`config.mk`:
```
export PLATFORM = sky130hd
export DESIGN_NAME = alu_pipe
export DESIGN_NICKNAME = d
export VERILOG_FILES = /design/src/rtl/alu_pipe.sv
export SDC_FILE = /design/constraint.sdc
export NUM_CORES = 1
export LEC_CHECK = 0
export ABC_AREA = 1
export CORE_ASPECT_RATIO = 2
export CORE_MARGIN = 10
export CORE_UTILIZATION = 59
export DETAILED_ROUTE_END_ITERATION = 6
export GPL_ROUTABILITY_DRIVEN = 0
export PLACE_DENSITY = 0.82
export SLEW_MARGIN = 20
export SYNTH_ARGS = -nofsm -noshare
export SYNTH_HDL_FRONTEND = slang
export SYNTH_SLANG_ARGS = --single-unit
```
`constraint.sdc`:
```
create_clock -name clk -period 4.05 [get_ports clk]
set_input_delay 1.0125 -clock clk [delete_from_list [all_inputs] [get_ports clk]]
set_output_delay 1.0125 -clock clk [all_outputs]
set_load 0.01 [all_outputs]
```
`src/rtl/alu_pipe.sv`:
```
// alu_pipe: two-stage valid/ready pipelined ARM-style ALU with internal NZCV register
module alu_pipe #(
  parameter int WIDTH = 32,
  parameter logic [3:0] FLAGS_RESET = 4'b0000
) (
  input  logic             clk,
  input  logic             reset,
  input  logic             in_valid,
  output logic             in_ready,
  input  logic [3:0]       op,
  input  logic [WIDTH-1:0] a,
  input  logic [WIDTH-1:0] b,
  input  logic             s,
  input  logic             flush,
  output logic             out_valid,
  input  logic             out_ready,
  output logic [WIDTH-1:0] result,
  output logic             out_wr,
  output logic [3:0]       out_flags,
  output logic [3:0]       nzcv
);
  logic             s1_valid_q, s1_valid_d, s2_valid_q, s2_valid_d;
  logic [3:0]       s1_op_q;
  logic [WIDTH-1:0] s1_a_q, s1_b_q;
  logic             s1_s_q;
  logic [WIDTH-1:0] result_q, result_d, x, y, lres;
  logic             wr_q;
  logic [3:0]       flags_q, nzcv_q, flags_d;
  logic             adv2, in_fire, exec, cin, arith, ovf, cmp, eff_s;
  logic [WIDTH:0]   sum;
  assign adv2       = !s2_valid_q | out_ready;
  assign in_ready   = !s1_valid_q | adv2;
  assign in_fire    = in_valid & in_ready & !flush;
  assign exec       = s1_valid_q & adv2 & !flush;
  assign s1_valid_d = !flush & (in_fire | (s1_valid_q & !adv2));
  assign s2_valid_d = !flush & (exec | (s2_valid_q & !out_ready));
  // Operand steering: every arithmetic op becomes x + y + cin
  always_comb begin
    x = s1_a_q;
    y = s1_b_q;
    cin = 1'b0;
    arith = 1'b1;
    case (s1_op_q)
      4'h2, 4'hA: begin y = ~s1_b_q; cin = 1'b1; end
      4'h3: begin x = s1_b_q; y = ~s1_a_q; cin = 1'b1; end
      4'h4, 4'hB: ;
      4'h5: cin = nzcv_q[1];
      4'h6: begin y = ~s1_b_q; cin = nzcv_q[1]; end
      4'h7: begin x = s1_b_q; y = ~s1_a_q; cin = nzcv_q[1]; end
      default: arith = 1'b0;
    endcase
  end
  assign sum  = {1'b0, x} + {1'b0, y} + (WIDTH+1)'(cin);
  assign ovf  = (x[WIDTH-1] == y[WIDTH-1]) & (sum[WIDTH-1] != x[WIDTH-1]);
  assign lres = (s1_op_q == 4'h0 || s1_op_q == 4'h8) ? s1_a_q & s1_b_q :
                (s1_op_q == 4'h1 || s1_op_q == 4'h9) ? s1_a_q ^ s1_b_q :
                (s1_op_q == 4'hC) ? s1_a_q | s1_b_q :
                (s1_op_q == 4'hD) ? s1_b_q :
                (s1_op_q == 4'hE) ? s1_a_q & ~s1_b_q : ~s1_b_q;
  assign result_d = arith ? sum[WIDTH-1:0] : lres;
  assign flags_d  = {result_d[WIDTH-1], result_d == '0,
                     arith ? sum[WIDTH] : nzcv_q[1], arith ? ovf : nzcv_q[0]};
  assign cmp   = s1_op_q[3:2] == 2'b10;
  assign eff_s = s1_s_q | cmp;
  always_ff @(posedge clk) begin
    if (in_fire) begin
      s1_op_q <= op;
      s1_a_q  <= a;
      s1_b_q  <= b;
      s1_s_q  <= s;
    end
  end
  always_ff @(posedge clk) begin
    if (reset) begin
      s1_valid_q <= 1'b0;
      s2_valid_q <= 1'b0;
      result_q   <= '0;
      wr_q       <= 1'b0;
      flags_q    <= '0;
      nzcv_q     <= FLAGS_RESET;
    end else begin
      s1_valid_q <= s1_valid_d;
      s2_valid_q <= s2_valid_d;
      if (exec) begin
        result_q <= result_d;
        wr_q     <= !cmp;
        flags_q  <= eff_s ? flags_d : nzcv_q;
        if (eff_s) nzcv_q <= flags_d;
      end
    end
  end
  assign out_valid = s2_valid_q;
  assign result    = result_q;
  assign out_wr    = wr_q;
  assign out_flags = flags_q;
  assign nzcv      = nzcv_q;
endmodule

```
=== Word-level counts from Yosys, hierarchy flattened ===
Index checks and enable logic that the tools add are counted.

* Register bits after elaboration: 108
* Input bits: 74
* Output and inout bits: 43
* Logic and storage cells: 76

* Add/sub/neg operators: 2
* Equal/unequal tests: 17
* Mux-type cells: 10
* Bitwise operators: 20
* Reduce and logical (&&, ||, !) cells: 17

{| class="wikitable"
|+ Operators with widths
! kind !! number
|-
| $mux W32 || 7
|-
| $and A32 B32 Y32 || 2
|-
| $not A32 Y32 || 2
|-
| $pmux W32 S2 || 1
|-
| $add A32 B32 Y33 || 1
|-
| $add A33 B1 Y33 || 1
|-
| $logic_not A32 Y1 || 1
|-
| $or A32 B32 Y32 || 1
|-
| $xor A32 B32 Y32 || 1
|-
| $eq A4 B4 Y1 const B || 7
|-
| $eq A4 B3 Y1 const B || 4
|-
| $and A1 B1 Y1 || 9
|-
| $reduce_or A3 Y1 || 3
|-
| $eq A4 B2 Y1 const B || 2
|-
| $reduce_or A8 Y1 || 1
|-
| $logic_not A1 Y1 || 6
|-
| $or A1 B1 Y1 || 5
|-
| $eq A4 B1 Y1 const B || 1
|-
| $logic_not A4 Y1 || 1
|-
| $reduce_and A3 Y1 || 1
|-
| $eq A2 B2 Y1 const B || 1
|-
| $logic_or A1 B1 Y1 || 2
|-
| $pmux W1 S2 || 1
|-
| $reduce_and A2 Y1 || 1
|-
| other kinds (4) || 4
|}

=== Depth between registers and ports, before layout ===
* Depth after elaboration: 9
* Mapped depth: 26
* Depth with buffers taken out: 25

=== Worst setup path after synthesis ===
Ideal clock, no wire load.

* Kind: register to register
* Start point: register s1_op_q[0]
* End point: register nzcv_q[2] (netlist: nzcv[2])
* Setup time: 0.070 ns
* Arrival: 3.313 ns
* Data required time: 3.980 ns
* Path slack: 0.667 ns
* Cell stages (with the launch flop): 25
* Path buffers: 2
* Clock period less this slack: 3.383 ns
* Cells stage by stage: edfxtp_1 > inv_2 > nor3_1 > clkbuf_1 > clkbuf_1 > nand2_1 > o21ai_0 > fa_1 > inv_1 > fa_1 > nand2_1 > nand2_1 > nand3_1 > nand2_1 > nand2_1 > nand2_1 > nand2_1 > nand3b_1 > nand3_1 > nand2_1 > nor2_1 > nand2_1 > nor2_1 > nand3_1 > a21oi_1

* Word-level cells in the longest chain between the ends: 8
* Elaborated cells between the ends (all ways): 35
* Those cells by class: 2 x add/sub; 14 x eq/ne; 10 x mux; 9 x reduce/logical

{| class="wikitable"
|+ RTL lines
! what !! RTL line !! source
|-
| start, declared || 23 || <nowiki>logic [3:0] s1_op_q;</nowiki>
|-
| start signal, assigned || 67 || <nowiki>s1_op_q <= op;</nowiki>
|-
| branches (longest 6 deep; another with $add A32 B32 Y33) || - ||
|-
| $mux W32 * || 60 || <nowiki>assign result_d = arith ? sum[WIDTH-1:0] : lres;</nowiki>
|-
| $logic_not A32 Y1 * || 61 || <nowiki>assign flags_d = {result_d[WIDTH-1], result_d == '0,</nowiki>
|-
| end signal, assigned || 88 || <nowiki>if (eff_s) nzcv_q <= flags_d;</nowiki>
|-
| end, declared || 28 || <nowiki>logic [3:0] flags_q, nzcv_q, flags_d;</nowiki>
|}

Mark *: on every way between the ends.
A chain may end at the register's enable or synchronous reset.

=== Worst setup path in the final report ===
Same ends and word-level chain as after synthesis.

==> impl_metrics.json <==
{
  "power_leakage_nw": 6.26,
  "critPathMaxFanout": 32,
  "number_of_global_route_vias_before_repair": 10700,
  "yosys_register_bits": 108,
  "totalWireLength_um": 33800,
  "largest_net_degree_at_the_start_of_global_routing": 64,
  "drc_errors": 0,
  "global_route_wire_length_before_repair_um": 53600,
  "drive_above_1_share": 0.0495,
  "htree_levels": 3,
  "outcome": "finished, final reports clean",
  "global_route.usage.met1": 0.286,
  "place_hpwl_um": 25900,
  "worstMarginPinSlew_ns": 0.997,
  "final_hold_viol_count": 0,
  "syn_nets": 1830,
  "timing.setup.critical_path_class": "flop to flop",
  "io-pin-count": 117,
  "yosys_warnings": 0,
  "die-width_um": 115,
  "track_usage": 0.276,
  "post_synth_main_area_contributors": "sky130_fd_sc_hd__edfxtp_1, sky130_fd_sc_hd__nand2_1, sky130_fd_sc_hd__ha_1",
  "vias": 11200,
  "cts_hold_buffers": 0,
  "dieArea_sq_um": 24100,
  "die_height_um": 210,
  "gr-total-overflow": 0,
  "worstPathRequired_ns": 4.34,
  "synth_top_area_share": 0.195,
  "wire_per_inst_um": 17.5,
  "cts_inserted_buffers": 9,
  "route.detailed.vias_per_inst": 5.81,
  "worst_clock_skew_ns": 0.00804,
  "layout.cells.non_filler": 1929,
  "post-synth-top-area-cell": "sky130_fd_sc_hd__edfxtp_1",
  "cts_sinks": 108,
  "final_min_period_over_clock_period": 0.937,
  "flow.area_growth_from_synthesis_pct": 15.6,
  "clk_pin_slew_worst_paths_ns": 0.07,
  "layout.area.seq_sq_um": 2850,
  "core_area_sq_um": 17800,
  "layout_min_cycle_time_ns": 3.80,
  "antenna_cells": 0,
  "cts.root.buffer_cell": "sky130_fd_sc_hd__clkbuf_16",
  "use_met2": 0.476,
  "drt-pass1-iter-count": 5,
  "avgSynthCellArea_sq_um": 6.54,
  "power_density_nw_per_um2": 256,
  "critPathArrivalTime_ns": 4.08,
  "floorplan.initialDensity": 0.599,
  "detail_route.iter0.violations": 1119,
  "gr-usage-met3": 0.0489,
  "clock_latency_ns": 0.36,
  "numPlacedInstances": 1911,
  "min_path_type": "flop to flop",
  "setup_tns_ns": 0,
  "fmax_mhz": 263,
  "drv.max_cap_violation_count": 0,
  "post_synthesis_cell_type_count": 40,
  "grt_antenna_before_repair": 0,
  "maxSlewHeadroom": 0.335,
  "post_layout_net_count": 1914,
  "tritoncts": "done",
  "setup.worst_path.end_class": "flop",
  "vdd_drop_max_mv": 0.182,
  "mappedNetlistArea_sq_um": 10600,
  "synth_cells": 1627,
  "global_route.peak_usage_layer": "met2",
  "maxSlewViolCount": 0,
  "startpoint_type": "flop",
  "setup_violations": 0,
  "multi_input_comb_area_sq_um": 6460,
  "design_power_total_mw": 3.15,
  "ctsLongestPathBuffers": 2,
  "drt.antenna.violating_nets": 0,
  "fillers": 1550,
  "number_of_input_and_output_port_buffers_inserted": 116,
  "synth.yosys.seq_area_share": 0.268,
  "placementRows": 69
}
path summary, 6_finish.rpt:
kind              startpoint   endpoint  slack, ns  cells after the start
setup / recovery  s1_op_q[0]    nzcv[2]       0.25                     25
hold / removal     result[6]  result[6]       0.50                      2
setup reg to reg  s1_op_q[0]    nzcv[2]       0.25                     25
hold reg to reg    result[6]  result[6]       0.50                      2
final cells by class:
| class | count | area share |
|---|---|---|
| multi-input combinational | 1178 | 0.525 |
| sequential | 108 | 0.232 |
| clock inverter | 4 | 0.00275 |
| timing repair buffer | 138 | 0.112 |
| inverter | 276 | 0.0845 |
| tap | 213 | 0.0217 |
| clock buffer | 12 | 0.0226 |
metal layers:
metal | up-vias | routed length (um)
met5 | - | 0
met4 | 0 | 2760
met3 | 182 | 2790
met2 | 588 | 17000
met1 | 5065 | 11200
li1 | 5381 | -
cells in the mapped netlist (all sizes together):
cell type and instances:
nor3b 1, inv 274, a21o 1, dfxtp 39, o211ai 29, nand4 8, o21bai 2, a21oi 78
nor2 101, nand3 87, clkbuf 35, o21a 1, a211oi 1, nor3 8, nand3b 9, clkinv 2
edfxtp 69, and2 2, buf 30, ha 127, nand2 530, o221ai 31, or2 27, o21ai 132
a21boi 1, fa 2
timing repair:
action | 4_1_cts | 5_1_grt
setup endpoints to repair | 0 | 3
buffers inserted | 0 | 2
resized for setup | 0 | 11
hold endpoints to repair | 0 | 0
report_power, final:
part / switching [mW] / internal (mW)
Clock: 0.392 / 0.517
Sequential: 0.0401 / 1.21
Combinational: 0.631 / 0.354
critical path, stage by stage, from the launching register on:
cell and delay, ns:
sky130_fd_sc_hd__edfxtp_1 0.47, sky130_fd_sc_hd__inv_2 0.10, sky130_fd_sc_hd__nor3_4 0.27, sky130_fd_sc_hd__inv_1 0.13, sky130_fd_sc_hd__buf_12 0.19, sky130_fd_sc_hd__nand2_1 0.07
sky130_fd_sc_hd__a21oi_1 0.09, sky130_fd_sc_hd__fa_1 0.39, sky130_fd_sc_hd__inv_1 0.16, sky130_fd_sc_hd__fa_1 0.24, sky130_fd_sc_hd__nand2_1 0.08, sky130_fd_sc_hd__nand2_1 0.12
sky130_fd_sc_hd__nand3_1 0.08, sky130_fd_sc_hd__nand2_1 0.18, sky130_fd_sc_hd__nand2_1 0.12, sky130_fd_sc_hd__nand2_2 0.16, sky130_fd_sc_hd__nand2_1 0.10, sky130_fd_sc_hd__nand2_1 0.08
sky130_fd_sc_hd__nand2_1 0.05, sky130_fd_sc_hd__nand3_1 0.07, sky130_fd_sc_hd__nand2_1 0.09, sky130_fd_sc_hd__nor2_1 0.11, sky130_fd_sc_hd__nand2_1 0.08, sky130_fd_sc_hd__nor2_1 0.10
sky130_fd_sc_hd__nand3_1 0.07, sky130_fd_sc_hd__a21oi_1 0.12
stage by stage:
stage	setup slack, ns	cell area, sq um	hold slack [ns]	utilization
3_3_place_gp	0.297	11900	0.480	0.671
3_5_place_dp	0.195	11900	0.489	0.671
2_1_floorplan	0.667	10600	0.500	-
4_1_cts	0.162	12300	0.506	0.689
5_1_grt	-0.0549	12300	0.527	0.692
6_report	0.254	12300	0.499	0.692
registers in the layout (all words and copies together), names as in the netlist:
signal      flops
out_wr          1
s1_valid_q      1
s1_s_q          1
out_valid       1
s1_b_q         32
s1_a_q         32
s1_op_q         4
result         32
nzcv            4
cells by family after synthesis:
logic type,count (synthesis),synth area share
AOI/OAI and AO/OA,276,0.150
DFF,108,0.268
buffers and inverters,341,0.129
adders and majority gates,129,0.153
and+or+nand+nor,773,0.300
layout by cell type (no fill, tap or decap), types with 20 or more instances in the layout:
cell | synthesis | routed
sky130_fd_sc_hd__dfxtp_1 | 39 | 39
sky130_fd_sc_hd__nand3_1 | 87 | 87
sky130_fd_sc_hd__ha_1 | 127 | 126
sky130_fd_sc_hd__inv_1 | 269 | 268
sky130_fd_sc_hd__o21ai_1 | 20 | 20
sky130_fd_sc_hd__a21oi_1 | 75 | 75
sky130_fd_sc_hd__edfxtp_1 | 69 | 69
sky130_fd_sc_hd__o211ai_1 | 29 | 29
sky130_fd_sc_hd__o221ai_1 | 31 | 31
sky130_fd_sc_hd__nor2_1 | 96 | 91
sky130_fd_sc_hd__clkdlybuf4s50_1 | 0 | 116
sky130_fd_sc_hd__o21ai_0 | 112 | 112
sky130_fd_sc_hd__nand2_1 | 527 | 525
(Power assumes the default switching activity.)
